$ cat src/rtl/interlaken_pkg.sv
// Shared definitions for the Interlaken receive path: block-sync FSM states,
// sync-header codes and the default lock/slip window sizes.
package interlaken_pkg;

    // Block-sync FSM states
    typedef enum logic [1:0] {
        ST_TEST_SH = 2'd0,
        ST_SLIP    = 2'd1,
        ST_WAIT    = 2'd2
    } bs_state_e;

    // Sync header codes; 2'b00 and 2'b11 never appear on a correctly framed link
    localparam logic [1:0] SH_DATA = 2'b01;
    localparam logic [1:0] SH_CTRL = 2'b10;

    // Default window sizes
    localparam int DEF_RX_DATA_WIDTH      = 64;
    localparam int DEF_SH_CNT_MAX         = 64;
    localparam int DEF_SH_INVALID_CNT_MAX = 16;
    localparam int DEF_SLIP_WAIT          = 32;

    // True when the two header bits form a legal data or control header
    function automatic logic sh_is_valid(input logic [1:0] sh);
        return (sh == SH_DATA) || (sh == SH_CTRL);
    endfunction

endpackage

$ cat src/rtl/block_sync.sv
// 64b/67b block synchronisation: hunts for the sync-header boundary by
// slipping the RX gearbox one bit at a time, declares lock after a full window
// of clean headers, and drops lock when too many bad headers arrive within a
// window. Also registers the data/header stream towards the descrambler.
module block_sync
    import interlaken_pkg::*;
#(
    parameter int RX_DATA_WIDTH      = DEF_RX_DATA_WIDTH,
    parameter int SH_CNT_MAX         = DEF_SH_CNT_MAX,
    parameter int SH_INVALID_CNT_MAX = DEF_SH_INVALID_CNT_MAX,
    parameter int SLIP_WAIT          = DEF_SLIP_WAIT
) (
    input  logic                     USER_CLK,
    input  logic                     SYSTEM_RESET_N,
    input  logic [RX_DATA_WIDTH-1:0] DATA_IN,
    input  logic [1:0]               HEADER_IN,
    input  logic                     DATA_IN_VALID,
    output logic                     RXGEARBOX_SLIP,
    output logic [RX_DATA_WIDTH-1:0] DATA_OUT,
    output logic [1:0]               HEADER_OUT,
    output logic                     DATA_OUT_VALID,
    output logic                     BLOCK_LOCK
);

    localparam int SH_CW   = $clog2(SH_CNT_MAX + 1);
    localparam int INV_CW  = $clog2(SH_INVALID_CNT_MAX + 1);
    localparam int WAIT_CW = $clog2(SLIP_WAIT + 1);

    localparam logic [SH_CW-1:0]   SH_CNT_LAST  = SH_CW'(SH_CNT_MAX);
    localparam logic [INV_CW-1:0]  INV_CNT_LAST = INV_CW'(SH_INVALID_CNT_MAX);
    // WAIT counts 0 .. SLIP_WAIT-1, so it occupies exactly SLIP_WAIT cycles
    localparam logic [WAIT_CW-1:0] WAIT_LAST    = WAIT_CW'(SLIP_WAIT - 1);

    bs_state_e            state_q, state_d;
    logic [SH_CW-1:0]     sh_cnt_q, sh_cnt_d;
    logic [INV_CW-1:0]    sh_invalid_cnt_q, sh_invalid_cnt_d;
    logic [WAIT_CW-1:0]   wait_cnt_q, wait_cnt_d;
    logic                 block_lock_q, block_lock_d;
    logic                 slip_q, slip_d;

    logic [RX_DATA_WIDTH-1:0] data_out_q;
    logic [1:0]               header_out_q;
    logic                     data_out_valid_q;

    logic                 hdr_bad;
    logic [SH_CW-1:0]     sh_cnt_inc;
    logic [INV_CW-1:0]    sh_invalid_inc;

    assign hdr_bad        = !sh_is_valid(HEADER_IN);
    assign sh_cnt_inc     = sh_cnt_q + SH_CW'(1);
    assign sh_invalid_inc = sh_invalid_cnt_q + INV_CW'(hdr_bad);

    // Next-state, counter and lock decisions for the sync FSM
    always_comb begin
        state_d          = state_q;
        sh_cnt_d         = sh_cnt_q;
        sh_invalid_cnt_d = sh_invalid_cnt_q;
        wait_cnt_d       = wait_cnt_q;
        block_lock_d     = block_lock_q;
        slip_d           = 1'b0;

        case (state_q)
            ST_TEST_SH: begin
                // Words without a strobe leave the whole machine untouched
                if (DATA_IN_VALID) begin
                    if (!block_lock_q) begin
                        if (hdr_bad) begin
                            // Any bad header while hunting means wrong alignment
                            state_d          = ST_SLIP;
                            slip_d           = 1'b1;
                            sh_cnt_d         = '0;
                            sh_invalid_cnt_d = '0;
                        end else if (sh_cnt_inc == SH_CNT_LAST) begin
                            block_lock_d     = 1'b1;
                            sh_cnt_d         = '0;
                            sh_invalid_cnt_d = '0;
                        end else begin
                            sh_cnt_d         = sh_cnt_inc;
                        end
                    end else begin
                        // Threshold check first: losing lock beats window end
                        if (sh_invalid_inc == INV_CNT_LAST) begin
                            block_lock_d     = 1'b0;
                            state_d          = ST_SLIP;
                            slip_d           = 1'b1;
                            sh_cnt_d         = '0;
                            sh_invalid_cnt_d = '0;
                        end else if (sh_cnt_inc == SH_CNT_LAST) begin
                            sh_cnt_d         = '0;
                            sh_invalid_cnt_d = '0;
                        end else begin
                            sh_cnt_d         = sh_cnt_inc;
                            sh_invalid_cnt_d = sh_invalid_inc;
                        end
                    end
                end
            end
            ST_SLIP: begin
                state_d    = ST_WAIT;
                wait_cnt_d = '0;
            end
            ST_WAIT: begin
                // Gearbox output is unreliable right after a slip; headers ignored
                if (wait_cnt_q == WAIT_LAST) begin
                    state_d    = ST_TEST_SH;
                    wait_cnt_d = '0;
                end else begin
                    wait_cnt_d = wait_cnt_q + WAIT_CW'(1);
                end
            end
            default: begin
                state_d          = ST_TEST_SH;
                sh_cnt_d         = '0;
                sh_invalid_cnt_d = '0;
                wait_cnt_d       = '0;
                block_lock_d     = 1'b0;
            end
        endcase
    end

    // FSM state, counters, lock flag and slip pulse registers
    always_ff @(posedge USER_CLK or negedge SYSTEM_RESET_N) begin
        if (!SYSTEM_RESET_N) begin
            state_q          <= ST_TEST_SH;
            sh_cnt_q         <= '0;
            sh_invalid_cnt_q <= '0;
            wait_cnt_q       <= '0;
            block_lock_q     <= 1'b0;
            slip_q           <= 1'b0;
        end else begin
            state_q          <= state_d;
            sh_cnt_q         <= sh_cnt_d;
            sh_invalid_cnt_q <= sh_invalid_cnt_d;
            wait_cnt_q       <= wait_cnt_d;
            block_lock_q     <= block_lock_d;
            slip_q           <= slip_d;
        end
    end

    // One-cycle registered pass-through of strobed words to the descrambler
    always_ff @(posedge USER_CLK or negedge SYSTEM_RESET_N) begin
        if (!SYSTEM_RESET_N) begin
            data_out_q       <= '0;
            header_out_q     <= '0;
            data_out_valid_q <= 1'b0;
        end else begin
            if (DATA_IN_VALID) begin
                data_out_q   <= DATA_IN;
                header_out_q <= HEADER_IN;
            end
            data_out_valid_q <= DATA_IN_VALID & block_lock_q;
        end
    end

    assign RXGEARBOX_SLIP = slip_q;
    assign BLOCK_LOCK     = block_lock_q;
    assign DATA_OUT       = data_out_q;
    assign HEADER_OUT     = header_out_q;
    assign DATA_OUT_VALID = data_out_valid_q;

endmodule

$ cat config.mk
export PLATFORM = sky130hd
export DESIGN_NAME = block_sync
export DESIGN_NICKNAME = d
export VERILOG_FILES = /design/src/rtl/interlaken_pkg.sv /design/src/rtl/block_sync.sv
export SDC_FILE = /design/constraint.sdc
export NUM_CORES = 1
export LEC_CHECK = 0
export ABC_AREA = 1
export CAP_MARGIN = 25
export CORE_MARGIN = 2
export CORE_UTILIZATION = 45
export CTS_BUF_LIST = sky130_fd_sc_hd__clkbuf_4 sky130_fd_sc_hd__clkbuf_8 sky130_fd_sc_hd__clkbuf_16
export DETAILED_ROUTE_END_ITERATION = 12
export GPL_ROUTABILITY_DRIVEN = 0
export GPL_TIMING_DRIVEN = 0
export PLACE_DENSITY = 0.85
export SYNTH_ARGS = -nofsm -noshare
export SYNTH_HDL_FRONTEND = slang
export SYNTH_SLANG_ARGS = --single-unit
$ cat constraint.sdc
create_clock -name USER_CLK -period 2.6 [get_ports USER_CLK]
set_input_delay 0.65 -clock USER_CLK [delete_from_list [all_inputs] [get_ports USER_CLK]]
set_output_delay 0.65 -clock USER_CLK [all_outputs]
set_load 0.03 [all_outputs]
Word-level counts from Yosys, hierarchy flattened

Index checks and enable logic that the tools add are counted.
Widths: inputs -> output; s select.

Reduce and logical (&&, ||, !) cells: 7
Add/sub/neg operators: 3
Muxes and demuxes: 32
Bitwise gates (word level): 2
Eq/ne operators: 12

Operators with widths:

| cell                | number |
|---|---|
| $mux 7              | 5 |
| $mux 5              | 6 |
| $pmux 7 s2          | 1 |
| $pmux 6 s2          | 1 |
| $mux 1              | 10 |
| $mux 2              | 5 |
| $pmux 5 s2          | 1 |
| $add 7x1->7 const B | 1 |
| $eq 7x7->1 const B  | 1 |
| $add 6x1->6 const B | 1 |
| $eq 6x5->1 const B  | 1 |
| $mux 6              | 1 |
| $ne 3x3->1 const B  | 2 |
| $pmux 2 s3          | 1 |
| $add 5x1->5         | 1 |
| $eq 5x5->1 const B  | 1 |
| $eq 2x1->1 const B  | 2 |
| $eq 2x2->1 const B  | 2 |
| $ne 2x2->1 const B  | 2 |
| $ne 4x4->1 const B  | 1 |
| $reduce_and 4->1    | 1 |
| $reduce_and 3->1    | 1 |
| $logic_not 2->1     | 1 |
| $pmux 1 s2          | 1 |
| 6 further kinds     | 6 |

Input port bits: 69
Logic and storage cells: 65
Register bits after elaboration: 89

Longest topological paths before layout

Depth after elaboration: 9
Gate-level depth with buffers: 11
Gate-level depth less buffers: 11

Worst setup path after synthesis

No wires, ideal clock.

Path kind: in2reg
Start: input HEADER_IN[1]
End: register block_lock_q (netlist: BLOCK_LOCK)
Arrival: 2168 ps
Slack: 313 ps
Stages on the path: 10
Cells stage by stage: xor2_1 -> inv_1 -> ha_1 -> ha_1 -> or2_2 -> nor2_1 -> nand3_1 -> nand2_1 -> nand2_1 -> o21a_1

Cells in the longest elaborated chain, start to end: 9
Elaborated cells between the ends (all ways): 11
Classes of those cells: add/sub (1); eq/ne (3); mux (5); reduce/logical (2)

RTL lines:

| element                                  | RTL line             | RTL |
|---|---|---|
| start, declared                          | block_sync.sv:16     | `input logic [1:0] HEADER_IN,` |
| $eq 2x1->1 or $eq 2x2->1 (tied branches) | interlaken_pkg.sv:24 | `return (sh == SH_DATA) \|\| (sh == SH_CTRL);` |
| $logic_or 1x1->1 (*)                     | interlaken_pkg.sv:24 |  |
| $logic_not 1->1                          | block_sync.sv:49     | `assign hdr_bad = !sh_is_valid(HEADER_IN);` |
| $add 5x1->5                              | block_sync.sv:51     | `assign sh_invalid_inc = sh_invalid_cnt_q + INV_CW'(hdr_bad);` |
| $eq 5x5->1                               | block_sync.sv:82     | `if (sh_invalid_inc == INV_CNT_LAST) begin` |
| $mux 1                                   | block_sync.sv:82     |  |
| $mux 1 (*)                               | block_sync.sv:66     | `if (!block_lock_q) begin` |
| $mux 1 (*)                               | block_sync.sv:65     | `if (DATA_IN_VALID) begin` |
| $pmux 1 s2 (*)                           | block_sync.sv:62     | `case (state_q)` |
| end signal, assigned                     | block_sync.sv:135    | `block_lock_q <= block_lock_d;` |
| end, declared                            | block_sync.sv:38     | `logic block_lock_q, block_lock_d;` |

Mark *: on every way between the ends. The rest lies on a longest branch, timed or not. The select of a mux whose other input is x is not followed.
A chain may end at the register's enable or synchronous reset.

Worst setup path in the final report

Start: input HEADER_IN[0]
End: register state_q[1]

Cells in the longest elaborated chain, start to end: 7
Elaborated cells between the ends (all ways): 9
Classes of those cells: add/sub (1); eq/ne (5); reduce/logical (3)

RTL lines:

| element                                  | RTL line             | RTL |
|---|---|---|
| $eq 2x1->1 or $eq 2x2->1 (tied branches) | interlaken_pkg.sv:24 |  |
| $logic_or 1x1->1 (*)                     | interlaken_pkg.sv:24 |  |
| $logic_not 1->1                          | block_sync.sv:49     |  |
| $add 5x1->5                              | block_sync.sv:51     |  |
| $eq 5x5->1                               | block_sync.sv:82     |  |
| $ne 3x3->1 (no source line)              | -                    |  |
| $reduce_and 4->1 (no source line) (*)    | -                    |  |
| end signal, assigned                     | block_sync.sv:131    | `state_q <= state_d;` |
| end, declared                            | block_sync.sv:34     | `bs_state_e state_q, state_d;` |

Mark *: on every way between the ends. The rest lies on a longest branch, timed or not.

==> metrics.cfg <==
[outcome]
outcome = finished clean

[floorplanning]
dieArea_sq_mm = 0.00923
coreArea_sq_mm = 0.00822
pin_count = 138
initial_core_util = 0.464
die_h_microns = 96.1
rows = 33
die_w_microns = 96.1

[worst_setup_path]
reg2reg_to = state_q[1]$_DFFE_PN0P_
cp.buffers_inverters = 2
r2r-start = sh_invalid_cnt_q[0]$_DFFE_PN0P_
regToRegSetupSlack_ns = 0.63
path_cells = dlygate4sd2_1 -> xor2_2 -> inv_1 -> ha_1 -> ha_1 -> or2_2 -> nor2_1 -> nand3_1 -> nand2_2 -> nand2_1 -> nor2_1 -> a21oi_1
arrival_ns = 2.61
slowest_delay_ns = 0.30
crit_family = simple AND/OR/NAND/NOR gates
startpoint_type = input pin
cp.required_ns = 2.84
path_class = in -> reg
crit_slowest_cell = or2_2
r2r_cells = 9
endpoint_kind = register
cp_max_fo = 4

[synthesis]
syn-num-nets = 526
syn_avg_cell_area_sq_um = 8.47
synth-edff-count = 0
syn_area_sq_mm = 0.00381
synthArstFlopShare = 1.00
synth_seq_cells = 89
synthCells = 450
ys_seq_area_frac = 0.584
ys.flop_type = dfrtp_1
yosysWarnings = 0
yosysUniqueCellTypes = 27

[power_and_ir_drop]
p_comb_frac = 0.334
switching_power_w = 0.00140
ir_drop_mv = 0.397
p_per_area_mw_per_mm2 = 707
p_seq_frac = 0.418
p_int_w = 0.00252
power.leakage_nw = 2.73
power.share.switching = 0.357
clockPowerShare = 0.248

[timing]
hold_viol = 0
slew-limit-headroom = 0.674
max_freq_mhz = 421
layout_setup_ws_ns = 0.227
finalCritPeriodShare = 0.913
period_needed_ns = 2.37
maxSlewViolCount = 0
tns_ns = 0
tightest_slew_ns = 0.488
fin_skew_ns = 0.00841
grt_setup_unrepaired = false
setup_violations = 0

[detailed_routing]
wl_per_cell_microns = 13.2
wl_mm = 9.33
drt_iter0_markers = 147
firstDrtPassIters = 5
vias = 3355
routed_via_density = 4.74
antenna_left = 0
drc = 0

[layout]
design_area_sq_mm = 0.00555
diodes = 0
post_layout_nonfiller_instances = 708
num-fill-cells = 641
drive_gt1_frac = 0.0697
nets = 675
syn_to_final_growth_pct = 45.6

[clock_tree]
htree_levels = 3
tritoncts.num_buffers = 9
clock_sinks = 89
cts_tree = built
ctsRootBufferMaster = clkbuf_8
cts_buffer_depth = 2
ctsHoldBuffers = 0
insertion_delay_ns = 0.35
clkSlewWorstSetupHoldPaths_ns = 0.09

[placement]
numPortBuffers = 136
post_dp_cell_area_sq_mm = 0.00533
hpwlAfterDp_mm = 6.93
dp.cells = 692
pre_cts_slack_ns = -0.463

[global_route]
grt_pass1_vias = 3310
grt_pass1_wl_mm = 15.2
grt_max_degree = 55
global_route.overflow_total = 0
antenna_found_initial = 0
track_usage = 0.212

[run]
cap_violations = 0

[min_path]
hold_path.class = in -> async

==> metrics by stage <==
stage / utilization / hold WS (ns) / power, W
2_1_floorplan: - / 0.354 / 0.00243
3_3_place_gp: 0.646 / 0.452 / 0.00290
3_5_place_dp: 0.649 / 0.458 / 0.00295
4_1_cts: 0.676 / 0.265 / 0.00394
5_1_grt: 0.676 / 0.271 / 0.00416
6_report: 0.676 / 0.260 / 0.00392
==> cell families after synthesis <==
kind of cell               share of synthesized area
AOI/OAI and AO/OA                             0.0289
xor gates and xnor gates                      0.0161
adders and majority gates                     0.0230
buffers and inverters                         0.0374
DFF                                            0.584
and+or+nand+nor                                0.311
==> cells in the final DEF, fill, tap and decap left out, types with 2 or more instances in the layout <==
master,netlist,routed
a21oi_4,2,2
clkdlybuf4s50_1,0,133
inv_6,0,2
o21a_1,2,2
a21oi_1,6,6
xor2_1,5,4
nand3_1,10,10
buf_1,4,4
o21ai_0,2,2
inv_1,17,17
xnor2_1,2,2
buf_2,3,3
ha_1,7,7
dlygate4sd2_1,0,2
nand2_1,248,245
nor2_1,15,15
o21ai_1,3,3
inv_2,3,3
buf_4,0,2
clkbuf_1,9,9
clkbuf_8,0,10
nand4_1,6,6
dfrtp_1,89,89
nor2_2,2,2
nor3_1,3,3
nand2_2,6,9
==> layout make-up <==
class / count / area [sq um] / share of cell area
buffer: 16 / 63.8 / 0.0115
clock buffer: 10 / 138 / 0.0248
clock inverter: 5 / 63.8 / 0.0115
inverter: 21 / 78.8 / 0.0142
multi-input combinational: 324 / 1460 / 0.263
sequential: 89 / 2230 / 0.401
tap: 105 / 131 / 0.0237
timing repair buffer: 138 / 1390 / 0.251
==> cells in the mapped netlist, types with 2 or more instances <==
cell | number | area (sq um)
nand2_1 | 248 | 931
dfrtp_1 | 89 | 2230
inv_1 | 17 | 63.8
nor2_1 | 15 | 56.3
nand3_1 | 10 | 50.1
clkbuf_1 | 9 | 33.8
ha_1 | 7 | 87.6
a21oi_1 | 6 | 30.0
nand2_2 | 6 | 37.5
nand4_1 | 6 | 37.5
xor2_1 | 5 | 43.8
buf_1 | 4 | 15.0
buf_2 | 3 | 15.0
inv_2 | 3 | 11.3
nor3_1 | 3 | 15.0
o21ai_1 | 3 | 15.0
a21oi_4 | 2 | 32.5
nor2_2 | 2 | 12.5
o21a_1 | 2 | 15.0
o21ai_0 | 2 | 10.0
xnor2_1 | 2 | 17.5
==> state kept, by name, indices dropped and copies added (netlist names) <==
signal            count
sh_cnt_q              7
RXGEARBOX_SLIP        1
state_q               2
DATA_OUT             64
sh_invalid_cnt_q      5
HEADER_OUT            2
wait_cnt_q            6
BLOCK_LOCK            1
DATA_OUT_VALID        1
==> what timing repair did <==
| item | in CTS | in global routing |
|---|---|---|
| endpoints found under the setup margin | 13 | 0 |
| buffers inserted | 1 | 0 |
| resized for setup | 6 | 0 |
==> metal layers <==
layer	GRT usage	up-vias	routed length, microns
li1	-	1667	-
met1	0.274	1582	3900
met2	0.345	100	4710
met3	0.0673	6	657
met4	0.0595	0	64
met5	0	-	0
==> worst max path at each step <==
stage | startpoint | depth (start not counted) | to
6_report | HEADER_IN[0] | 12 | state_q[1]$_DFFE_PN0P_
3_3_place_gp | SYSTEM_RESET_N | 1 | DATA_OUT[45]$_DFFE_PN0P_
5_1_grt | HEADER_IN[0] | 12 | state_q[1]$_DFFE_PN0P_
3_5_place_dp | HEADER_IN[1] | 12 | state_q[1]$_DFFE_PN0P_
2_1_floorplan | HEADER_IN[1] | 10 | BLOCK_LOCK$_DFFE_PN0P_
4_1_cts | HEADER_IN[0] | 12 | state_q[1]$_DFFE_PN0P_
==> power by group through the flow <==
stage / Clock, W / Combinational (W) / Sequential (W)
after global placement: 0 / 0.00124 / 0.00166
after global routing: 0.00107 / 0.00144 / 0.00166
after detailed placement: 0 / 0.00128 / 0.00167
after CTS: 0.000991 / 0.00131 / 0.00164
after floorplan: 0 / 0.000561 / 0.00187
final: 0.000973 / 0.00131 / 0.00164
(Power assumes the default switching activity.)
